$ cat src/rtl/reg_file_16x16_pkg.sv
// rtl/reg_file_16x16_pkg.sv - shared widths, sizes and register-ID type for the register file
package reg_file_16x16_pkg;
    localparam int DATA_W_DEFAULT = 16;
    localparam int REG_ID_W       = 4;
    localparam int NREG           = 16;

    typedef logic [REG_ID_W-1:0] reg_id_t;
endpackage

$ cat src/rtl/reg_file_16x16_if.sv
// rtl/reg_file_16x16_if.sv - read/write/reserve port bundle of the register file
interface reg_file_16x16_if
    import reg_file_16x16_pkg::*;
#(
    parameter int DATA_W = DATA_W_DEFAULT
);
    logic              rd_en;
    reg_id_t           src_a;
    reg_id_t           src_b;
    logic              wr_en;
    reg_id_t           dst;
    logic [DATA_W-1:0] wr_data;
    logic              rsv_en;
    reg_id_t           rsv_id;
    logic [DATA_W-1:0] rdata_a;
    logic [DATA_W-1:0] rdata_b;
    logic              rvalid;
    logic              hazard_a;
    logic              hazard_b;
    logic [NREG-1:0]   pending;

    modport master (
        output rd_en, src_a, src_b, wr_en, dst, wr_data, rsv_en, rsv_id,
        input  rdata_a, rdata_b, rvalid, hazard_a, hazard_b, pending
    );

    modport slave (
        input  rd_en, src_a, src_b, wr_en, dst, wr_data, rsv_en, rsv_id,
        output rdata_a, rdata_b, rvalid, hazard_a, hazard_b, pending
    );
endinterface

$ cat src/rtl/reg_file_16x16_wordline_dec_4_16.sv
// rtl/reg_file_16x16_wordline_dec_4_16.sv - 4-bit register ID to one-hot 16-bit wordline
module wordline_dec_4_16
    import reg_file_16x16_pkg::*;
(
    input  reg_id_t         id,
    output logic [NREG-1:0] wl
);
    always_comb begin
        wl     = '0;
        wl[id] = 1'b1;
    end
endmodule

$ cat src/rtl/reg_file_16x16.sv
// rtl/reg_file_16x16.sv - 16-entry register file with pending scoreboard; REG_FILE_BYPASS_EN adds write-to-read forwarding
module reg_file_16x16
    import reg_file_16x16_pkg::*;
#(
    parameter int DATA_W = DATA_W_DEFAULT
)(
    input logic              clk,
    input logic              rst_n,
    reg_file_16x16_if.slave  bus
);
    localparam logic [NREG-1:0] REG0_MASK = {{(NREG-1){1'b0}}, 1'b1};

    logic [DATA_W-1:0] regs [NREG];
    logic [NREG-1:0]   wr_wl;
    logic [NREG-1:0]   pend_q;
    logic [NREG-1:0]   pend_next;
    logic [NREG-1:0]   rsv_mask;
    logic [NREG-1:0]   clr_mask;
    logic [DATA_W-1:0] rdata_a_q, rdata_b_q;
    logic              rvalid_q;
    logic [DATA_W-1:0] rd_val_a, rd_val_b;
    logic              byp_a, byp_b;

    wordline_dec_4_16 u_wr_dec (
        .id (bus.dst),
        .wl (wr_wl)
    );

`ifdef REG_FILE_BYPASS_EN
    assign byp_a = bus.wr_en && (bus.dst == bus.src_a) && (bus.src_a != '0);
    assign byp_b = bus.wr_en && (bus.dst == bus.src_b) && (bus.src_b != '0);
`else
    assign byp_a = 1'b0;
    assign byp_b = 1'b0;
`endif

    assign rd_val_a = byp_a ? bus.wr_data : regs[bus.src_a];
    assign rd_val_b = byp_b ? bus.wr_data : regs[bus.src_b];

    // Set after clear so a same-register reserve and write leaves the bit set.
    assign rsv_mask  = bus.rsv_en ? (REG0_MASK << bus.rsv_id) : '0;
    assign clr_mask  = bus.wr_en ? wr_wl : '0;
    assign pend_next = ((pend_q & ~clr_mask) | rsv_mask) & ~REG0_MASK;

    always_ff @(posedge clk or negedge rst_n) begin
        if (!rst_n) begin
            for (int i = 0; i < NREG; i++) regs[i] <= '0;
            pend_q    <= '0;
            rdata_a_q <= '0;
            rdata_b_q <= '0;
            rvalid_q  <= 1'b0;
        end else begin
            regs[0] <= '0;
            for (int i = 1; i < NREG; i++) begin
                if (bus.wr_en && wr_wl[i]) regs[i] <= bus.wr_data;
            end
            pend_q   <= pend_next;
            rvalid_q <= bus.rd_en;
            if (bus.rd_en) begin
                rdata_a_q <= rd_val_a;
                rdata_b_q <= rd_val_b;
            end
        end
    end

    assign bus.rdata_a  = rdata_a_q;
    assign bus.rdata_b  = rdata_b_q;
    assign bus.rvalid   = rvalid_q;
    assign bus.pending  = pend_q;
    assign bus.hazard_a = pend_q[bus.src_a] & ~byp_a;
    assign bus.hazard_b = pend_q[bus.src_b] & ~byp_b;
endmodule

$ cat src/flat_wrapper.sv
// flat-port wrapper written by rule: the top's interface ports become plain ports
module reg_file_16x16_flat import reg_file_16x16_pkg::*;
#(
    parameter int DATA_W = DATA_W_DEFAULT
)
  (clk, rst_n, bus_rd_en, bus_src_a, bus_src_b, bus_wr_en, bus_dst, bus_wr_data, bus_rsv_en, bus_rsv_id, bus_rdata_a, bus_rdata_b, bus_rvalid, bus_hazard_a, bus_hazard_b, bus_pending);
  reg_file_16x16_if #(.DATA_W(DATA_W)) bus_i ();
  input logic clk;
  input logic rst_n;
  input wire logic [$bits(bus_i.rd_en)-1:0] bus_rd_en;
  input wire logic [$bits(bus_i.src_a)-1:0] bus_src_a;
  input wire logic [$bits(bus_i.src_b)-1:0] bus_src_b;
  input wire logic [$bits(bus_i.wr_en)-1:0] bus_wr_en;
  input wire logic [$bits(bus_i.dst)-1:0] bus_dst;
  input wire logic [$bits(bus_i.wr_data)-1:0] bus_wr_data;
  input wire logic [$bits(bus_i.rsv_en)-1:0] bus_rsv_en;
  input wire logic [$bits(bus_i.rsv_id)-1:0] bus_rsv_id;
  output wire logic [$bits(bus_i.rdata_a)-1:0] bus_rdata_a;
  output wire logic [$bits(bus_i.rdata_b)-1:0] bus_rdata_b;
  output wire logic [$bits(bus_i.rvalid)-1:0] bus_rvalid;
  output wire logic [$bits(bus_i.hazard_a)-1:0] bus_hazard_a;
  output wire logic [$bits(bus_i.hazard_b)-1:0] bus_hazard_b;
  output wire logic [$bits(bus_i.pending)-1:0] bus_pending;
  assign bus_i.rd_en = bus_rd_en;
  assign bus_i.src_a = bus_src_a;
  assign bus_i.src_b = bus_src_b;
  assign bus_i.wr_en = bus_wr_en;
  assign bus_i.dst = bus_dst;
  assign bus_i.wr_data = bus_wr_data;
  assign bus_i.rsv_en = bus_rsv_en;
  assign bus_i.rsv_id = bus_rsv_id;
  assign bus_rdata_a = bus_i.rdata_a;
  assign bus_rdata_b = bus_i.rdata_b;
  assign bus_rvalid = bus_i.rvalid;
  assign bus_hazard_a = bus_i.hazard_a;
  assign bus_hazard_b = bus_i.hazard_b;
  assign bus_pending = bus_i.pending;
  reg_file_16x16 #(.DATA_W(DATA_W)) u_core (.clk(clk), .rst_n(rst_n), .bus(bus_i));
endmodule
$ cat config.mk
export PLATFORM = sky130hd
export DESIGN_NAME = reg_file_16x16_flat
export DESIGN_NICKNAME = d
export VERILOG_FILES = /design/src/rtl/reg_file_16x16_pkg.sv /design/src/rtl/reg_file_16x16_if.sv /design/src/rtl/reg_file_16x16_wordline_dec_4_16.sv /design/src/rtl/reg_file_16x16.sv /design/src/flat_wrapper.sv
export SDC_FILE = /design/constraint.sdc
export NUM_CORES = 1
export LEC_CHECK = 0
export BUFFER_PORTS_ARGS = -buffer_cell sky130_fd_sc_hd__buf_2
export CAP_MARGIN = 20
export CORE_ASPECT_RATIO = 1.25
export CORE_MARGIN = 8
export CORE_UTILIZATION = 46
export DETAILED_ROUTE_END_ITERATION = 8
export PLACE_DENSITY = 0.73
export SETUP_SLACK_MARGIN = 0.2
export SLEW_MARGIN = 5
export SYNTH_ARGS = -nofsm -noshare
export SYNTH_HDL_FRONTEND = slang
export SYNTH_HIERARCHICAL = 1
export SYNTH_SLANG_ARGS = --single-unit
$ cat constraint.sdc
create_clock -name clk -period 1.87 [get_ports clk]
set_input_delay 0.187 -clock clk [delete_from_list [all_inputs] [get_ports clk]]
set_output_delay 0.187 -clock clk [all_outputs]
set_load 0.01 [all_outputs]
# Word level (Yosys, flattened, before mapping)

Index checks and enable logic that the tools add are counted.

Register bits: 288
Input port bits: 37
Output and inout bits: 51
Logic and storage cells: 61

Order comparisons: 6
Shift operators: 1
Muxes and demuxes: 14
Bitwise logic cells: 5
Reductions and logical operators: 16

Operator list:

| cell                   | number |
|---|---|
| $bmux W16 S4           | 2 |
| $mux W16               | 6 |
| $and A16 B16 Y16       | 1 |
| $logic_and A1 B1 Y1    | 16 |
| $not A16 Y16           | 1 |
| $or A16 B16 Y16        | 1 |
| $shl A1 B4 Y16 const A | 1 |
| $lt A4 B5 Y1 const B   | 3 |
| $ge A5 B5 Y1 const B   | 2 |
| $not A4 Y5             | 2 |
| $bmux W1 S4            | 2 |
| $demux W1 S4           | 1 |
| $ge A4 B1 Y1 const B   | 1 |
| $mux W1                | 3 |

# Logic depth before layout (Yosys ltp)

Depth in word-level cells: 8
Gate-level depth with buffers: 7

# Cells and area by module

The synthesis kept the hierarchy.

By module, submodules not included:

| module            | times used | cells each | area an instance (um^2) | sequential area each (um^2) |
|---|---|---|---|---|
| reg_file_16x16    | 1          | 1051       | 14799.2                 | 7206.9 |
| wordline_dec_4_16 | 1          | 20         | 226.5                   | 0.0 |

# Least setup slack after synthesis

No wires, ideal clock.

Path type: reg-to-output
Start: register u_core.pend_q[7] (netlist: u_core/bus.pending[7])
End: output bus_hazard_a
Data arrival time: 1495 ps
Setup slack: 188 ps
Stages on the path, launching flop included: 5
Cell sequence: dfrtp_1 mux4_2 nor2b_1 a31o_1 a221o_1

Longest elaborated chain between the ends: 2

RTL lines:

| what                          | RTL line             | RTL |
|---|---|---|
| start, declared               | reg_file_16x16.sv:15 | `logic [NREG-1:0] pend_q;` |
| start signal, assigned        | reg_file_16x16.sv:57 | `pend_q <= pend_next;` |
| $bmux W1 S4                   | reg_file_16x16.sv:70 | `assign bus.hazard_a = pend_q[bus.src_a] & ~byp_a;` |
| $mux W1 (not written as such) | reg_file_16x16.sv:70 |  |
| end, declared                 | flat_wrapper.sv:21   | `output wire logic [$bits(bus_i.hazard_a)-1:0] bus_hazard_a;` |

Every way passes these cells. The select of a mux whose other input is x is not followed.

# Worst setup path in the final report

Start: register u_core.pend_q[4] (netlist: u_core/bus.pending[4])
End: output bus_hazard_a

Same word-level chain as after synthesis.

==> results_dict.tcl <==
set metrics [dict create \
    worst_slack_ns -0.5045 \
    drc_errors 0 \
    tightest_slew_ns 0.9611 \
    max_slew_margin_pct 35.80 \
    power.total_mw 19.11 \
    antenna_left 0 \
    status "finished with violations" \
    yosysWarnings 6 \
    syn_inst 1070 \
    worstPathRequired_ns 1.68 \
    maxCapViolCount 0 \
    grt_usage_pct 22.39 \
    finalNetCount 1225 \
    path_buf_inv 1 \
    power.density_nw_per_um2 1090 \
    final-hold-violation-count 0 \
    final_common_cell "dfrtp_1" \
    routed_via_density 6.450 \
    die_h_um 218.0 \
    fill_cells 2614 \
    row_count 74 \
    fin_tns_setup_ns -0.9745 \
    r2r_slack_ns 0.28 \
    crit_start "u_core/bus.pending[4]$_DFF_PN0_" \
    cpPeakStageDelay_ns 0.45 \
    place_ws_ns -0.02387 \
    fin_crit_sh_pct 127.0 \
    wl_per_cell_um 26.75 \
    area_delta_synth_final_pct 16.70 \
    syn_nets 1107 \
    start_util_pct 46.33 \
    holdPathStages 3 \
    rsz0062_at_grt "yes" \
    cts.clk_slew.worst_paths_ns 0.06 \
    cts_buffers 28 \
    wirelength_um 43570 \
    ff2ff_path_depth 4 \
    start_kind "flip-flop" \
    crit_chain "mux4_2 -> nor2b_1 -> a31o_1 -> a221o_1 -> buf_2" \
    drt_iter0_markers 1015 \
    place.gp.congestion 0.8867 \
    core_area_um2 32410 \
    min_period_ns 2.375 \
    io_pins 88 \
    grt_pass1_wl_um 66800 \
    violations "setup timing" \
    worstHoldPathType "in2reg" \
    mostFrequentLayoutCells "dfrtp_1 (286), mux2_2 (272), buf_2 (80)" \
    cp-end-kind "primary output" \
    antenna_found_initial 0 \
    die_area_um2 38710 \
    skew_ns 0.01133 \
    path_class "reg2out" \
    slew_violations 0 \
    grt_pass1_vias 11120 \
    clockRootBuffer "clkbuf_16" \
    crit_family "compound AO/OA/AOI/OAI gates" \
    grt_overflow 0 \
    h-tree-depth 1 \
    setup_viol 2 \
    fmax_ghz 0.4211 \
    first_pass_iters 7 \
    dpl-instance-area_um2 16390 \
    leakagePower_nw 7.746 \
    peakVddDrop_uv 833.1 \
    rr_endpoint "u_core/bus.rdata_a[4]$_DFFE_PN0P_" \
    clkSinkCount 288 \
    min_to "u_core/bus.pending[8]$_DFF_PN0_" \
    portBuffers 86 \
    grt_max_degree 57 \
    design_area_um2 17520 \
    synth_area_um2 15010 \
    cp_slowest_cell "mux4_2" \
    critPathMaxFanout 4 \
    cts_max_path_buffers 3 \
    syn_avg_cell_area_um2 14.03 \
    die_w_um 177.6 \
    cts_tree "done" \
    fin_hold_ws_ns 0.04605 \
    r2r-start "u_core/regs[164]$_DFFE_PN0P_" \
    dp_hpwl_um 28140 \
    clk_latency_ns 0.56 \
    drive_gt1_share_pct 47.44 \
    vias 10507 \
    min_from "bus_rsv_id[3]" \
    arrival_ns 2.19 \
]
worst register-to-register path, delay by kind of cell, from the launching register on:
family	cells	cell delay (ns)
muxes	1	0.50
and+or+nand+nor	1	0.16
AOI/OAI and AO/OA	2	0.38
DFF	1	0.40
layout make-up:
cell class | count | area (µm²) | share of cell area (%)
multi-input combinational | 681 | 7244 | 41.35
sequential | 288 | 7209 | 41.15
timing repair buffer | 185 | 1558 | 8.891
clock buffer | 40 | 827.0 | 4.720
tap | 418 | 523.0 | 2.985
clock inverter | 12 | 141.4 | 0.8070
inverter | 4 | 15.01 | 0.08570
antenna | 1 | 2.502 | 0.01428
worst max path at each step:
stage / cells after the start / endpoint / slack [ns]
6_report: 5 / bus_hazard_a / -0.50
5_1_grt: 5 / bus_hazard_a / -0.59
4_1_cts: 5 / bus_hazard_a / -0.52
3_5_place_dp: 7 / u_core/bus.rdata_a[11]$_DFFE_PN0P_ / -0.02
3_3_place_gp: 7 / u_core/bus.rdata_a[11]$_DFFE_PN0P_ / -0.009
2_1_floorplan: 4 / bus_hazard_a / 0.19
metrics by stage:
| step | utilization [%] | std cells |
|---|---|---|
| global placement | 50.58 | 1559 |
| finish | 54.07 | 1629 |
| detailed placement | 50.58 | 1559 |
| global route | 54.06 | 1628 |
| CTS | 53.98 | 1626 |
| floorplan | - | 1070 |
power breakdown:
group          leakage (nW)  switching [mW]  internal [mW]
Clock                 0.486            2.44           3.49
Combinational          3.72            1.81           2.58
Sequential             3.54            1.12           7.66
Total                  7.75            5.37           13.7
sequential cells by signal, indices dropped and copies added (netlist names):
name / cells
u_core/bus.rdata_b: 16
u_core/bus.rvalid: 1
u_core/bus.pending: 15
u_core/bus.rdata_a: 16
u_core/regs: 240
timing repair:
item / in CTS / in global routing
gates resized for setup: 3 / 3
setup buffers: 10 / 2
hold endpoints to repair: 227 / 0
hold buffers: 5 / 0
endpoints found under the setup margin: 2 / 2
per-layer routing:
metal / track usage [%] / vias up / wire (µm)
met5: 0 / - / 0
met4: 11.75 / 0 / 2113
met1: 27.11 / 5465 / 16520
li1: - / 4378 / -
met2: 38.43 / 518 / 22040
met3: 2.910 / 146 / 2900
No activity file was read; power rests on OpenSTA's default activity.
